## src/rtl/encap_output_streamer.sv

```systemverilog
// encap_output_streamer: reads C0, C1 and K from the encapsulation sequencer
// and streams them as one ordered 32-bit valid/ready stream with segment tag
// and last flag. A 2-entry buffer absorbs the 1-cycle read latency.
//
// state | meaning
// IDLE  | waiting for start
// RD_C0 | issuing syndrome reads, addresses 0..C0_WORDS-1
// RD_C1 | issuing confirmation hash reads, addresses 0..7
// RD_K  | issuing session key reads, addresses 0..7
// DRAIN | all reads issued, waiting for the last K word to be accepted
module encap_output_streamer #(
    parameter int parameter_set = 1,
    localparam int M = (parameter_set == 1) ? 12 : 13,
    localparam int T = (parameter_set == 1) ? 64 :
                       (parameter_set == 2) ? 96 :
                       (parameter_set == 4) ? 119 : 128,
    localparam int L = M * T,
    localparam int C0_WORDS = (L + 31) / 32,
    localparam int C0_AW = $clog2(C0_WORDS)
) (
    input  logic             clk,
    input  logic             rst,
    input  logic             start,
    output logic             busy,
    output logic             done,
    output logic             rd_C0,
    output logic [C0_AW-1:0] C0_addr,
    input  logic [31:0]      C0_out,
    output logic             rd_C1,
    output logic [2:0]       C1_addr,
    input  logic [31:0]      C1_out,
    output logic             rd_K,
    output logic [2:0]       K_addr,
    input  logic [31:0]      K_out,
    output logic [31:0]      dout,
    output logic             dout_valid,
    input  logic             dout_ready,
    output logic [1:0]       dout_seg,
    output logic             dout_last
);

    typedef enum logic [2:0] {
        IDLE  = 3'd0,
        RD_C0 = 3'd1,
        RD_C1 = 3'd2,
        RD_K  = 3'd3,
        DRAIN = 3'd4
    } state_t;

    state_t             state_q, state_d;
    logic [C0_AW-1:0]   cnt_q, cnt_d;
    logic               inflight_q, inflight_d;
    logic [1:0]         inf_seg_q, inf_seg_d;
    logic               inf_last_q, inf_last_d;
    logic               done_q, done_d;
    logic [31:0]        buf_data_q [2];
    logic [31:0]        buf_data_d [2];
    logic [1:0]         buf_seg_q [2];
    logic [1:0]         buf_seg_d [2];
    logic [1:0]         buf_last_q, buf_last_d;
    logic               head_q, head_d;
    logic [1:0]         count_q, count_d;

    logic               pop;
    logic               rd_en;
    logic               seg_end;
    logic [2:0]         occ;
    logic               wr_idx;
    logic [31:0]        cap_data;

    // FSM, read issue and 2-entry buffer bookkeeping
    always_comb begin
        state_d    = state_q;
        cnt_d      = cnt_q;
        done_d     = 1'b0;
        inf_seg_d  = inf_seg_q;
        inf_last_d = 1'b0;
        buf_data_d = buf_data_q;
        buf_seg_d  = buf_seg_q;
        buf_last_d = buf_last_q;

        pop = (count_q != 2'd0) && dout_ready;
        // occupancy after this cycle's pop, not counting the read we may issue
        occ = {1'b0, count_q} + {2'b00, inflight_q} - {2'b00, pop};
        rd_en = (occ <= 3'd1) &&
                ((state_q == RD_C0) || (state_q == RD_C1) || (state_q == RD_K));
        seg_end = (state_q == RD_C0) ? (cnt_q == C0_AW'(C0_WORDS - 1))
                                     : (cnt_q == C0_AW'(7));
        inflight_d = rd_en;

        case (state_q)
            IDLE: begin
                // a start coinciding with the done pulse belongs to the old run
                if (start && !done_q) begin
                    state_d = RD_C0;
                    cnt_d   = '0;
                end
            end
            RD_C0, RD_C1, RD_K: begin
                if (rd_en) begin
                    inf_seg_d  = (state_q == RD_C0) ? 2'd0 :
                                 (state_q == RD_C1) ? 2'd1 : 2'd2;
                    inf_last_d = (state_q == RD_K) && seg_end;
                    if (seg_end) begin
                        cnt_d   = '0;
                        state_d = (state_q == RD_C0) ? RD_C1 :
                                  (state_q == RD_C1) ? RD_K : DRAIN;
                    end else begin
                        cnt_d = cnt_q + 1'b1;
                    end
                end
            end
            DRAIN: begin
                if (pop && buf_last_q[head_q]) begin
                    state_d = IDLE;
                    done_d  = 1'b1;
                end
            end
            default: state_d = IDLE;
        endcase

        case (inf_seg_q)
            2'd0:    cap_data = C0_out;
            2'd1:    cap_data = C1_out;
            default: cap_data = K_out;
        endcase

        // read data lands one cycle after the strobe; write behind the head
        wr_idx = head_q ^ count_q[0];
        if (inflight_q) begin
            buf_data_d[wr_idx] = cap_data;
            buf_seg_d[wr_idx]  = inf_seg_q;
            buf_last_d[wr_idx] = inf_last_q;
        end
        head_d  = pop ? ~head_q : head_q;
        count_d = count_q + {1'b0, inflight_q} - {1'b0, pop};
    end

    // state and datapath registers
    always_ff @(posedge clk or negedge rst) begin
        if (!rst) begin
            state_q    <= IDLE;
            cnt_q      <= '0;
            inflight_q <= 1'b0;
            inf_seg_q  <= 2'd0;
            inf_last_q <= 1'b0;
            done_q     <= 1'b0;
            buf_data_q <= '{default: '0};
            buf_seg_q  <= '{default: '0};
            buf_last_q <= 2'b00;
            head_q     <= 1'b0;
            count_q    <= 2'd0;
        end else begin
            state_q    <= state_d;
            cnt_q      <= cnt_d;
            inflight_q <= inflight_d;
            inf_seg_q  <= inf_seg_d;
            inf_last_q <= inf_last_d;
            done_q     <= done_d;
            buf_data_q <= buf_data_d;
            buf_seg_q  <= buf_seg_d;
            buf_last_q <= buf_last_d;
            head_q     <= head_d;
            count_q    <= count_d;
        end
    end

    // read ports and stream outputs
    always_comb begin
        rd_C0      = rd_en && (state_q == RD_C0);
        rd_C1      = rd_en && (state_q == RD_C1);
        rd_K       = rd_en && (state_q == RD_K);
        C0_addr    = (state_q == RD_C0) ? cnt_q : '0;
        C1_addr    = (state_q == RD_C1) ? cnt_q[2:0] : 3'd0;
        K_addr     = (state_q == RD_K) ? cnt_q[2:0] : 3'd0;
        dout       = buf_data_q[head_q];
        dout_seg   = buf_seg_q[head_q];
        dout_last  = buf_last_q[head_q];
        dout_valid = (count_q != 2'd0);
        busy       = (state_q != IDLE);
        done       = done_q;
    end

endmodule

```

## config.mk

```make
export PLATFORM = sky130hd
export DESIGN_NAME = encap_output_streamer
export DESIGN_NICKNAME = d
export VERILOG_FILES = /design/src/rtl/encap_output_streamer.sv
export SDC_FILE = /design/constraint.sdc
export NUM_CORES = 1
export LEC_CHECK = 0
export CORE_MARGIN = 2
export CORE_UTILIZATION = 45
export CTS_CLUSTER_DIAMETER = 40
export CTS_CLUSTER_SIZE = 30
export DETAILED_ROUTE_END_ITERATION = 8
export GPL_TIMING_DRIVEN = 0
export PLACE_DENSITY_LB_ADDON = 0.15
export SYNTH_ARGS = -nofsm -noshare
export SYNTH_HDL_FRONTEND = slang
export SYNTH_SLANG_ARGS = --single-unit
```

## constraint.sdc

```tcl
create_clock -name clk -period 4.4 [get_ports clk]
set_input_delay 0.66 -clock clk [delete_from_list [all_inputs] [get_ports clk]]
set_output_delay 0.66 -clock clk [all_outputs]
set_load 0.02 [all_outputs]
```

==> results of run 1 <==
==> critical path, cell delays in order <==
cell and delay, ns:
clkdlybuf4s50_1 0.46, o21a_1 0.18, ha_1 0.25, inv_1 0.06
ha_1 0.15, fa_1 0.50, nor2_1 0.32, and2_1 0.17
clkdlybuf4s50_1 0.61
==> final timing paths <==
check / start / end / slack, ns / cells after the start
worst max register to register: count_q[1]$_DFF_PN0_ / cnt_q[2]$_DFFE_PN0P_ / 1.44 / 9
min in group clk: buf_data_q[47]$_DFFE_PN0P_ / buf_data_q[47]$_DFFE_PN0P_ / 0.50 / 1
max in group asynchronous: rst / buf_data_q[26]$_DFFE_PN0P_ / 3.54 / 2
worst min register to register: buf_data_q[47]$_DFFE_PN0P_ / buf_data_q[47]$_DFFE_PN0P_ / 0.50 / 1
worst max-delay path: dout_ready / rd_C0 / 0.37 / 9
worst min-delay path: rst / buf_data_q[40]$_DFFE_PN0P_ / 0.25 / 1
==> layout by cell type (no fill, tap or decap), drive strengths merged, types with 5 or more instances in the layout <==
master	n
dfrtp	86
nand2	39
inv	6
clkdlybuf4s50	150
clkbuf	20
mux2	105
and2	9
mux2i	32
nor2	5
buf	18
o21ai	34
==> power breakdown <==
group          internal, mW  switching (mW)  leakage [nW]  total, mW
combinational          1.50            1.38          1.45       2.88
clock                 0.394           0.281         0.120      0.675
sequential             1.17           0.184          1.03       1.36
==> per-stage QoR <==
step	instance area [um2]	hold slack (ns)	setup TNS [ns]	cells
global placement	6220	0.481	-26.05	669
global route	6490	0.268	0	686
floorplan	4540	0.364	0	385
detailed placement	6240	0.489	0	670
finish	6490	0.252	0	686
CTS	6490	0.255	0	686
==> cell type report <==
| cell class | instances | area [um2] | area share |
|---|---|---|---|
| multi-input cells | 268 | 2260 | 0.348 |
| flip-flops and latches | 86 | 2150 | 0.332 |
| repair buffers | 152 | 1540 | 0.237 |
| clock buffers | 11 | 141 | 0.0218 |
| clock inverters | 5 | 106 | 0.0164 |
| inverters | 6 | 22.5 | 0.00347 |
| plain buffers | 25 | 110 | 0.0170 |
| well taps | 133 | 166 | 0.0256 |
==> registers in the layout (all words and copies together), names as in the netlist <==
signal and flops:
state_q 3, done 1, buf_last_q 2, inflight_q 1
head_q 1, cnt_q 5, count_q 2, inf_seg_q 2
inf_last_q 1, buf_seg_q 4, buf_data_q 64
==> cells in the mapped netlist (all sizes together) <==
| cell type | instances | share of area |
|---|---|---|
| a22o | 1 | 0.0019 |
| and4bb | 2 | 0.0055 |
| or4 | 1 | 0.0017 |
| nor2b | 3 | 0.0041 |
| a21oi | 2 | 0.0022 |
| mux2 | 105 | 0.26 |
| mux2i | 32 | 0.071 |
| nor2 | 5 | 0.0047 |
| nand4b | 1 | 0.0019 |
| nor4 | 2 | 0.0028 |
| dfrtp | 86 | 0.47 |
| inv | 6 | 0.0050 |
| a311oi | 1 | 0.0019 |
| buf | 16 | 0.017 |
| o21a | 2 | 0.0050 |
| nor3b | 3 | 0.0050 |
| xor2 | 1 | 0.0019 |
| and2 | 9 | 0.012 |
| fa | 1 | 0.0044 |
| nand2b | 2 | 0.0028 |
| nor3 | 3 | 0.0033 |
| o21ai | 34 | 0.037 |
| nand2 | 39 | 0.032 |
| xnor2 | 3 | 0.0058 |
| ha | 4 | 0.011 |
| and3 | 4 | 0.0055 |
| clkbuf | 9 | 0.0074 |
| nand3 | 2 | 0.0022 |
| a31oi | 1 | 0.0014 |
| a211o | 2 | 0.0039 |
| a21o | 3 | 0.0050 |
==> kinds of logic after synthesis <==
| group | after synthesis | share of synthesized area |
|---|---|---|
| adder cells (fa/ha/maj) | 5 | 0.0154 |
| buffers and inverters | 31 | 0.0292 |
| multiplexers | 137 | 0.331 |
| AO/OA/AOI/OAI | 46 | 0.0587 |
| flip-flops | 86 | 0.474 |
| AND/OR/NAND/NOR | 76 | 0.0840 |
| XOR/XNOR | 4 | 0.00772 |
==> layer usage <==
metal  part of all wire  up-vias  wire length (um)  global-route usage
met4              0.016        0               177              0.0869
li1                   -     1686                 -                   -
met5                  0        -                 0                   0
met1               0.43     1734              4860               0.261
met3              0.049       13               554              0.0426
met2               0.51       95              5740               0.365
==> results.yml, run 1 <==
outcome:
  outcome: "finished, final reports clean"
sta:
  worst_pin_slew_ns: 0.629
  slew_viol_final: 0
  max_slew_margin: 0.581
  rsz0062_at_grt: "no"
  finalSetupViolCount: 0
  period_minus_slack_ns: 4.03
  skew_ns: 0.00490
  max_freq_mhz: 248
  setup_slack_ns: 0.370
  hold_viol_final: 0
  post-route-period-util: 0.916
global_routing:
  antenna_found_initial: 0
  grt_max_degree: 54
  gr-total-overflow: 0
  grt.total_usage: 0.213
  first_global_vias: 3871
  grt_pass1_wl_um: 18500
yosys:
  ys_ff_latch: 86
  synth_nets: 490
  netlist_instances: 385
  syn-cell-area_um2: 4540
  ys_warn_count: 0
  synthDistinctLibCells: 34
  ys_seq_area_frac: 0.474
  syn_area_per_cell_um2: 11.8
place:
  routabilityCongestion: 0.820
  hpwl_um: 8530
  port_buffers: 151
  dp_slack_ns: 0.376
final_layout:
  fillers: 800
  n_antenna_cell: 0
  area_growth_pct: 43.0
  post-route-util: 0.664
  fin_nets: 653
  post_route_cells_drive_above_1_share: 0.251
routing:
  drtAntennaViolNets: 0
  via_count: 3528
  drt-initial-drc-count: 76
  viasPerCell: 5.14
  wl_um: 11300
  drt_pass1_iterations: 4
  wl_per_cell_um: 16.5
  drc_errors: 0
flow_run:
  maxCapViolations: 0
hold_path:
  hold_class: "in2async"
clock_network:
  htree_levels: 3
  ctsResizeCount: 0
  clk_latency_ns: 0.35
  clk_pin_slew_ns: 0.08
  clockRootBuffer: "clkbuf_8"
  numCtsBuffers: 9
  cts_hold_buf: 0
  cts_tree: "built"
  clockBufferDepth: 2
  post_cts_buffers: 0
  cts.sinks: 86
floorplanning:
  die_h_um: 104
  rows: 36
  fp.dieW_um: 104
  start_util: 0.465
  pin_count: 152
  core_um2: 9770
  die_area_um2: 10900
worst_setup_path:
  cp-end-kind: "output port"
  cp.arrival_ns: 3.37
  crit_fanout: 6
  worstPathRequired_ns: 3.74
  path_class: "in2out"
  start_kind: "input port"
pwr:
  power_density_nw_per_um2: 757
  peakVddDrop_uv: 407
  total_power_mw: 4.91
  leakage_nw: 2.60
Note: power is estimated with default switching activity, not from simulation.
==> run 2: changes to the inputs <==
--- a/config.mk
+++ b/config.mk
@@ -10,7 +10,7 @@
 export CTS_CLUSTER_DIAMETER = 40
 export CTS_CLUSTER_SIZE = 30
 export DETAILED_ROUTE_END_ITERATION = 8
-export GPL_TIMING_DRIVEN = 0
+export GPL_TIMING_DRIVEN = 1
 export PLACE_DENSITY_LB_ADDON = 0.15
 export SYNTH_ARGS = -nofsm -noshare
 export SYNTH_HDL_FRONTEND = slang
==> results.yml, run 2 (synthesized netlist as in run 1, its figures left out) <==
global_routing:
  busiest_layer: "met2"
  grt.total_usage: 0.203
  gr-usage-met1: 0.243
  grt_max_degree: 68
  grt_pass1_wl_um: 18000
  gr-total-overflow: 0
  gr-usage-met3: 0.0627
  first_global_vias: 3684
  grtUsageMet2: 0.362
  antenna_found_initial: 0
sta:
  max_freq_mhz: 249
  skew_ns: 0.0164
  finalSetupViolCount: 0
  max_slew_margin: 0.298
  setup_slack_ns: 0.391
  post-route-period-util: 0.911
  period_minus_slack_ns: 4.01
  slew_viol_final: 0
  tns_ns: 0
  rsz0062_at_grt: "no"
  hold_viol_final: 0
  worst_pin_slew_ns: 1.05
routing:
  via_count: 3432
  wl_per_cell_um: 15.9
  wl_um: 10500
  viasPerCell: 5.19
  drc_errors: 0
  drt_pass1_iterations: 4
  drtAntennaViolNets: 0
  drt-initial-drc-count: 127
place:
  dp_slack_ns: 0.408
  routabilityCongestion: 0.817
  port_buffers: 151
  hpwl_um: 7390
clock_network:
  clockBufferDepth: 2
  clk_pin_slew_ns: 0.08
  cts_hold_buf: 0
  cts_tree: "built"
  numCtsBuffers: 9
  htree_levels: 3
  cts.sinks: 86
  post_cts_buffers: 0
  clk_latency_ns: 0.35
  ctsResizeCount: 0
  clockRootBuffer: "clkbuf_8"
final_layout:
  area_growth_pct: 39.5
  top_register: "buf_data_q"
  post-route-util: 0.648
  reg_top3: "buf_data_q x64, cnt_q x5, buf_seg_q x4"
  layout_common_cells: "clkdlybuf4s50_1 (150), mux2_2 (105), dfrtp_1 (83), nand2_1 (38), o21ai_0 (34)"
  fin_nets: 628
  final_common_cell: "clkdlybuf4s50_1"
  largest_reg_flops: 64
  post_route_cells_drive_above_1_share: 0.248
  n_antenna_cell: 0
floorplanning:
  pin_count: 152
  core_um2: 9770
  die_h_um: 104
  rows: 36
  start_util: 0.465
  die_area_um2: 10900
  fp.dieW_um: 104
flow_run:
  maxCapViolations: 0
worst_setup_path:
  start_kind: "input port"
  r2r_slack_ns: 1.37
  r2r-start: "count_q[1]$_DFF_PN0_"
  path_class: "in2out"
  crit_start: "dout_ready"
  crit_fanout: 6
  r2r-end: "cnt_q[2]$_DFFE_PN0P_"
  cp.arrival_ns: 3.35
  reg2reg_depth: 8
  worstPathRequired_ns: 3.74
  cp-end-kind: "output port"
pwr:
  leakage_nw: 2.51
  power_density_nw_per_um2: 743
  peakVddDrop_uv: 691
hold_path:
  hold_class: "in2async"
outcome:
  outcome: "finished, final reports clean"
-- run 2: changes by cell type in the layout (fill, tap and decap cells not counted), moves of 2 or more --
cell | previous run | this run
buf_2 | 13 | 0
clkbuf_1 | 10 | 1
buf_1 | 3 | 0
dfrtp_1 | 86 | 83
dfrtp_2 | 0 | 3
bufinv_16 | 3 | 1
-- run 2: metrics by stage --
step	instances	hold WS, ns	total power, mW	instance area [um2]
global route	661	0.370	5.04	6330
finish	661	0.328	4.70	6330
detailed placement	645	0.488	4.19	6120
floorplan	385	0.364	3.20	4540
CTS	661	0.345	4.77	6330
global placement	645	0.481	4.09	6120
-- run 2: worst max-delay path, cell delays in order --
cell,delay [ns]
clkdlybuf4s50_1,0.46
o21a_1,0.18
ha_1,0.25
inv_1,0.07
ha_1,0.17
fa_1,0.48
nor2_1,0.30
and2_1,0.18
clkdlybuf4s50_1,0.61
-- run 2: worst max path at each step --
| stage | to | cells after the start | slack (ns) |
|---|---|---|---|
| after floorplan | rd_K | 6 | 1.42 |
| after global placement | rd_C0 | 10 | 0.47 |
| after detailed placement | rd_C1 | 9 | 0.41 |
| after CTS | rd_C1 | 9 | 0.39 |
| after global routing | rd_C1 | 10 | 0.27 |
| final | rd_C1 | 9 | 0.39 |
-- run 2: routing by layer --
| layer | vias up | routed length (um) | share of wire |
|---|---|---|---|
| met5 | - | 0 | 0 |
| met4 | 0 | 49 | 0.0047 |
| met3 | 5 | 600 | 0.057 |
| met2 | 97 | 5480 | 0.52 |
| met1 | 1693 | 4350 | 0.42 |
| li1 | 1637 | - | - |
-- run 2: where the power goes --
| part | leakage, nW | internal (mW) | total [mW] | switching [mW] |
|---|---|---|---|---|
| Clock | 0.103 | 0.296 | 0.563 | 0.267 |
| Sequential | 1.03 | 1.17 | 1.57 | 0.401 |
| Combinational | 1.39 | 1.46 | 2.57 | 1.11 |
-- run 2: cell type report --
cell class | instances | area, um2
Fill cell | 839 | 3440
Multi-Input combinational cell | 268 | 2260
Sequential cell | 86 | 2160
Timing Repair Buffer | 152 | 1520
Tap cell | 133 | 166
Clock buffer | 12 | 155
Clock inverter | 4 | 55.1
Inverter | 6 | 22.5
==> RTL change 1: new RTL, flow settings as in run 2 <==
Reset style: synchronous (`rst`), changed in one clocked block.
--- a/src/rtl/encap_output_streamer.sv
+++ b/src/rtl/encap_output_streamer.sv
@@ -137,7 +137,7 @@
     end
 
     // state and datapath registers
-    always_ff @(posedge clk or negedge rst) begin
+    always_ff @(posedge clk) begin
         if (!rst) begin
             state_q    <= IDLE;
             cnt_q      <= '0;
Function: differs if rst is asserted again (counterexample within 4 cycles, from zero or initial values and one cycle with rst low); with rst held inactive, the same outputs for 10 cycles.
==> RTL change 1 against run 2 <==
Wire length grew 1.5%; count of clock-buffer cells in the layout fell by 1; worst setup slack got worse by 180 ps; clock skew decreased by 7.5 ps; synthesized area is 3.6% higher; critical path depth increased by 1; sequential share of layout area fell by 7.0 points; die area grew 3.4%; cell area grew 0.79%; sequential cell count did not move; worst hold slack improved by 160 ps.
Power is not compared: it rests on default switching activity, and its combinational part moved more than twofold at a synthesized area within 25%.
==> RTL change 1: results (changes against run 2) <==
Critical path
  – Critical Path Fanout Max: 6 (unchanged)
  – Worst r2r path cells: 10 (+2)
  – CP Data Arrival Time: 3520 ps (+170 ps)

Logic synthesis
  – Top cells by area, synth: dfxtp_1 (37%), mux2i_1 (21%), nor2b_1 (9.3%), mux2_2 (8.4%), o21ai_0 (3.6%)
  – Cells after Synth: 481 (+25%)
  – Post-synth ARST share: 0% (-100 points)
  – Yosys cell types: 43 (+26%)
  – Syn nets: 586 (+20%)
  – Leading cell types by count after synthesis: mux2i_1 (100), dfxtp_1 (86), nor2b_1 (70)
  – Seq/Total Area, Yosys: 36.6% (-11 points)
  – Yosys warnings: 0 (unchanged)
  – Top FF cell, synth: dfxtp_1

Finish
  – Fraction of layout cells with a size suffix above 1: 10.6% (-14 points)
  – Nets@finish: 714 (+14%)
  – Biggest regs: buf_data_q: 64 flops, cnt_q: 5 flops, buf_seg_q: 4 flops
  – Number of antenna diodes: 0 (unchanged)

Global route
  – Met2 Use GR: 31.6% (-4.5 points)
  – GR Util met3: 5.03% (-1.2 points)
  – Total Routing Usage GR: 18.9% (-1.4 points)
  – Global-route wire length before repair: 17100 um (-4.9%)
  – Vias in the first global route: 3683 (-0.027%)
  – Initial antenna violation count: 0 (unchanged)
  – GRT met1 Usage: 23.4% (-0.95 points)
  – Largest net degree at the start of global routing: 85 (+25%)

Clock network
  – Clk pin slew, worst setup/hold paths: 90 ps
  – Post-CTS resize count: 0 (unchanged)
  – Post-CTS Setup Bufs: 0 (unchanged)
  – Worst skew pair latency: 360 ps
  – CTS Buffer Depth: 2 (unchanged)

STA
  – Clock Skew: 8.88 ps (-7.49 ps)
  – Relative slew slack: 22.6% (-7.3 points)

Route
  – Max layer used: met4
  – Total number of vias: 3790 (+10%)
  – Starting DRT DRC Count: 109 (-14%)
  – Vias per cell: 5.05 (-2.7%)
  – Metal2 WL: 4940 um (-9.9%)
  – Routed len/inst: 14.2 um (-11%)
  – DRT Pass-1 Iters: 5 (+1)
  – M1 WL: 4800 um (+10%)
  – Met3 wire len: 758 um (+26%)

Power and ir drop
  – Leak: 2.67 nW
  – Worst vdd ir: 196 uV

Worst hold path
  – Hold depth: 2
  – HP Class: flop to flop

Place
  – Placement Setup Slack: 252 ps (-157 ps)
  – Placed Area: 6150 sq um (+0.45%)
  – Hpwl dp: 7240 um (-1.9%)
  – Dpl cells: 734 (+14%)
  – Gp weighted congestion: 0.764 (-6.4%)

Run status
  – Status: finished clean
RTL change 1: cell type report:
class	count	area (sq um)
Clock buffer	11	151
Clock inverter	5	81.3
Fill cell	868	3850
Inverter	9	33.8
Multi-Input combinational cell	352	2710
Sequential cell	86	1730
Tap cell	136	170
Timing Repair Buffer	151	1510
RTL change 1: path summary, 6_finish.rpt:
path | start | endpoint | slack (ps)
max | count_q[0]$_SDFF_PN0_ | rd_C0 | 220
min | buf_seg_q[2]$_SDFFE_PN0P_ | buf_seg_q[2]$_SDFFE_PN0P_ | 490
max reg2reg | count_q[0]$_SDFF_PN0_ | cnt_q[3]$_SDFFE_PN0P_ | 1430
min reg2reg | buf_seg_q[2]$_SDFFE_PN0P_ | buf_seg_q[2]$_SDFFE_PN0P_ | 490
RTL change 1: where the power goes:
group	switching (mW)	internal (mW)	leakage [nW]
clock	0.282	0.351	0.116
combinational	0.389	0.450	1.86
sequential	0.111	0.860	0.697
total	0.782	1.66	2.67
RTL change 1: cells by family (layout without fill, tap and decap cells):
| family | after synthesis | after routing | synth area share (%) |
|---|---|---|---|
| mux | 135 | 135 | 29.7 |
| simple gates | 158 | 158 | 18.8 |
| compound gates | 50 | 50 | 6.47 |
| flops | 86 | 86 | 36.6 |
| xor+xnor | 4 | 4 | 1.30 |
| buf+inv | 43 | 176 | 5.67 |
| fa+ha+maj | 5 | 5 | 1.49 |
RTL change 1: critical path: stages, from the launching register on:
cell and delay, ps:
dfxtp_1 380, or2_2 310, and2_1 210, ha_1 290, inv_1 40, ha_1 180, fa_1 410, xor2_2 280
nand2_1 200, nor3_1 210, clkdlybuf4s50_1 650
==> RTL change 2: new RTL, flow settings as in run 2 <==
Without the edit above. Encoding of `state_t`: now one-hot (5 bits for 5 states).
--- a/src/rtl/encap_output_streamer.sv
+++ b/src/rtl/encap_output_streamer.sv
@@ -39,12 +39,12 @@
     output logic             dout_last
 );
 
-    typedef enum logic [2:0] {
-        IDLE  = 3'd0,
-        RD_C0 = 3'd1,
-        RD_C1 = 3'd2,
-        RD_K  = 3'd3,
-        DRAIN = 3'd4
+    typedef enum logic [4:0] {
+        IDLE  = 5'b00001,
+        RD_C0 = 5'b00010,
+        RD_C1 = 5'b00100,
+        RD_K  = 5'b01000,
+        DRAIN = 5'b10000
     } state_t;
 
     state_t             state_q, state_d;
Formal check against the unedited RTL: no difference found for any inputs over 10 cycles, from zero or initial values and one cycle with rst low; not proved beyond that.
==> RTL change 2 against run 2 <==
Die area increased by 4.0%; power decreased by 10%; cell area increased by 3.5%; wire length increased by 1.4%; clock skew decreased by 5.7 ps; synthesized area increased by 4.2%; sequential cell count increased by 2; worst setup slack got worse by 230 ps; worst hold slack improved by 160 ps.
==> RTL change 2: results (changes against run 2) <==
Power and ir drop
  – Psw: 1.50 mW (-16%)
  – Worst vdd ir: 378 uV (-45%)
  – Leak: 2.64 nW (+4.9%)

STA
  – Clock Skew: 10.7 ps (-5.65 ps)
  – Hold_ws: 487 ps (+159 ps)
  – Slew at the pin with the worst max-slew slack: 1100 ps (+49.6 ps)

Logic synthesis
  – Post-Synth XOR/XNOR Area: 0.741% (-0.031 points)
  – Top cells by area, synth: dfrtp_1 (46%), mux2_2 (25%), mux2i_1 (6.8%), o21ai_0 (3.8%), nand2_1 (3.6%)
  – Multiplexer area fraction after synthesis: 32.6% (-0.54 points)
  – Synth top area share: 46.0% (-1.4 points)
  – Post-Synth Adder-Cell Area: 1.48% (-0.062 points)
  – Main combinational cell family by area after synthesis: multiplexers
  – Leading cell types by count after synthesis: mux2_2 (105), dfrtp_1 (87), nand2_1 (46)
  – Post-synth ARST share: 100% (unchanged)
  – Yosys cell types: 45 (+32%)
  – Syn nets: 510 (+4.1%)
  – Compound-gate portion of the synthesized area: 5.79% (-0.077 points)
  – Syn Area/Cell: 11.7 sq um (-0.96%)
  – Seq/Total Area, Yosys: 46.6% (-0.82 points)

Place
  – Gp weighted congestion: 0.746 (-8.7%)
  – Placement Setup Slack: 61.1 ps (-347 ps)
  – Hpwl dp: 7320 um (-0.94%)
  – Placed Area: 6310 sq um (+3.1%)
  – Dpl cells: 670 (+3.9%)
  – PortBufs: 151 (unchanged)

Critical path
  – Crit Reg-Reg Startpoint: count_q[1]$_DFF_PN0_
  – Worst R2R End: inf_seg_q[1]$_DFFE_PN0P_
  – Critical Path Fanout Max: 3 (-3)
  – Slowest stage delay, CP: 590 ps (-20 ps)
  – CP Data Arrival Time: 3580 ps (+230 ps)
  – Worst r2r path cells: 10 (+2)
  – R2R setup slack: 1700 ps (+330 ps)
  – Delay-heaviest family, CP: buffers and inverters

Global route
  – Largest net degree at the start of global routing: 89 (+31%)
  – Vias in the first global route: 3808 (+3.4%)
  – Total Routing Usage GR: 19.3% (-1.0 points)
  – Global-route wire length before repair: 17600 um (-2.2%)

Route
  – Starting DRT DRC Count: 134 (+5.5%)
  – Total Routed Length: 10600 um (+1.4%)
  – Vias per cell: 5.21 (+0.29%)
  – DRT Pass-1 Iters: 4 (unchanged)

Clock network
  – CTS Buffer Depth: 2 (unchanged)
  – Root buffer cell: clkbuf_8
  – Post-CTS resize count: 0 (unchanged)
  – CTS buffer count: 9 (unchanged)
  – Post-CTS Setup Bufs: 0 (unchanged)
  – Worst skew pair latency: 350 ps (about the same)
  – # H-tree levels: 3 (unchanged)

Finish
  – Final Util: 63.7% (-1.0 points)
  – # fillers: 841 (+0.24%)
  – Biggest regs: buf_data_q: 64 flops, cnt_q: 5 flops, state_q: 5 flops
  – Cell Count, Final, Fillers Out: 686 (+3.8%)
  – Fraction of layout cells with a size suffix above 1: 25.5% (+0.64 points)
  – Nets@finish: 650 (+3.5%)

Run status
  – Status: finished clean

Worst hold path
  – HP Class: input port to async pin
RTL change 2: cell types whose count changed after synthesis, moves of 3 or more:
cell	run 2	this run
nand3_1	2	6
buf_1	3	0
nor2b_1	3	0
and3_1	4	0
buf_4	0	4
nand2_1	39	46
buf_2	13	8
RTL change 2: final cells by class:
class	count	share of cell area (%)
Clock buffer	10	1.95
Clock inverter	6	1.64
Inverter	8	0.458
Multi-Input combinational cell	285	36.3
Sequential cell	88	33.7
Tap cell	136	2.60
Timing Repair Buffer	153	23.3
RTL change 2: logic make-up (layout without fill, tap and decap cells):
family                     after synthesis  after routing
muxes                                  140            140
xor gates and xnor gates                 4              4
and+or+nand+nor                         88             88
buffers and inverters                   32            177
DFF                                     88             88
AOI/OAI and AO/OA                       48             48
adders and majority gates                5              5
RTL change 2: worst max-delay path by stage:
stage,startpoint,end,slack (ps),cells past startpoint
after floorplan,dout_ready,rd_C0,1060,11
after global placement,dout_ready,rd_K,130,12
after detailed placement,dout_ready,rd_C1,60,12
after CTS,dout_ready,rd_C1,40,12
after global routing,dout_ready,rd_C0,20,12
final,dout_ready,rd_C0,160,12
RTL change 2: power by group through the flow:
stage	Clock, mW	Combinational, mW	Sequential, mW
final	0.651	2.09	1.49
after floorplan	0	1.48	1.30
after global placement	0	2.06	1.48
after CTS	0.668	2.12	1.50
after detailed placement	0	2.11	1.51
after global routing	0.703	2.25	1.55
RTL change 2: metal layers:
metal  up-vias  share of wire, %  GRT usage (%)
li1       1703                 -              -
met1      1750                44           23.8
met2       109                49           33.5
met3        10               6.1           4.35
met4         0               1.0           6.12
met5         -                 0              0
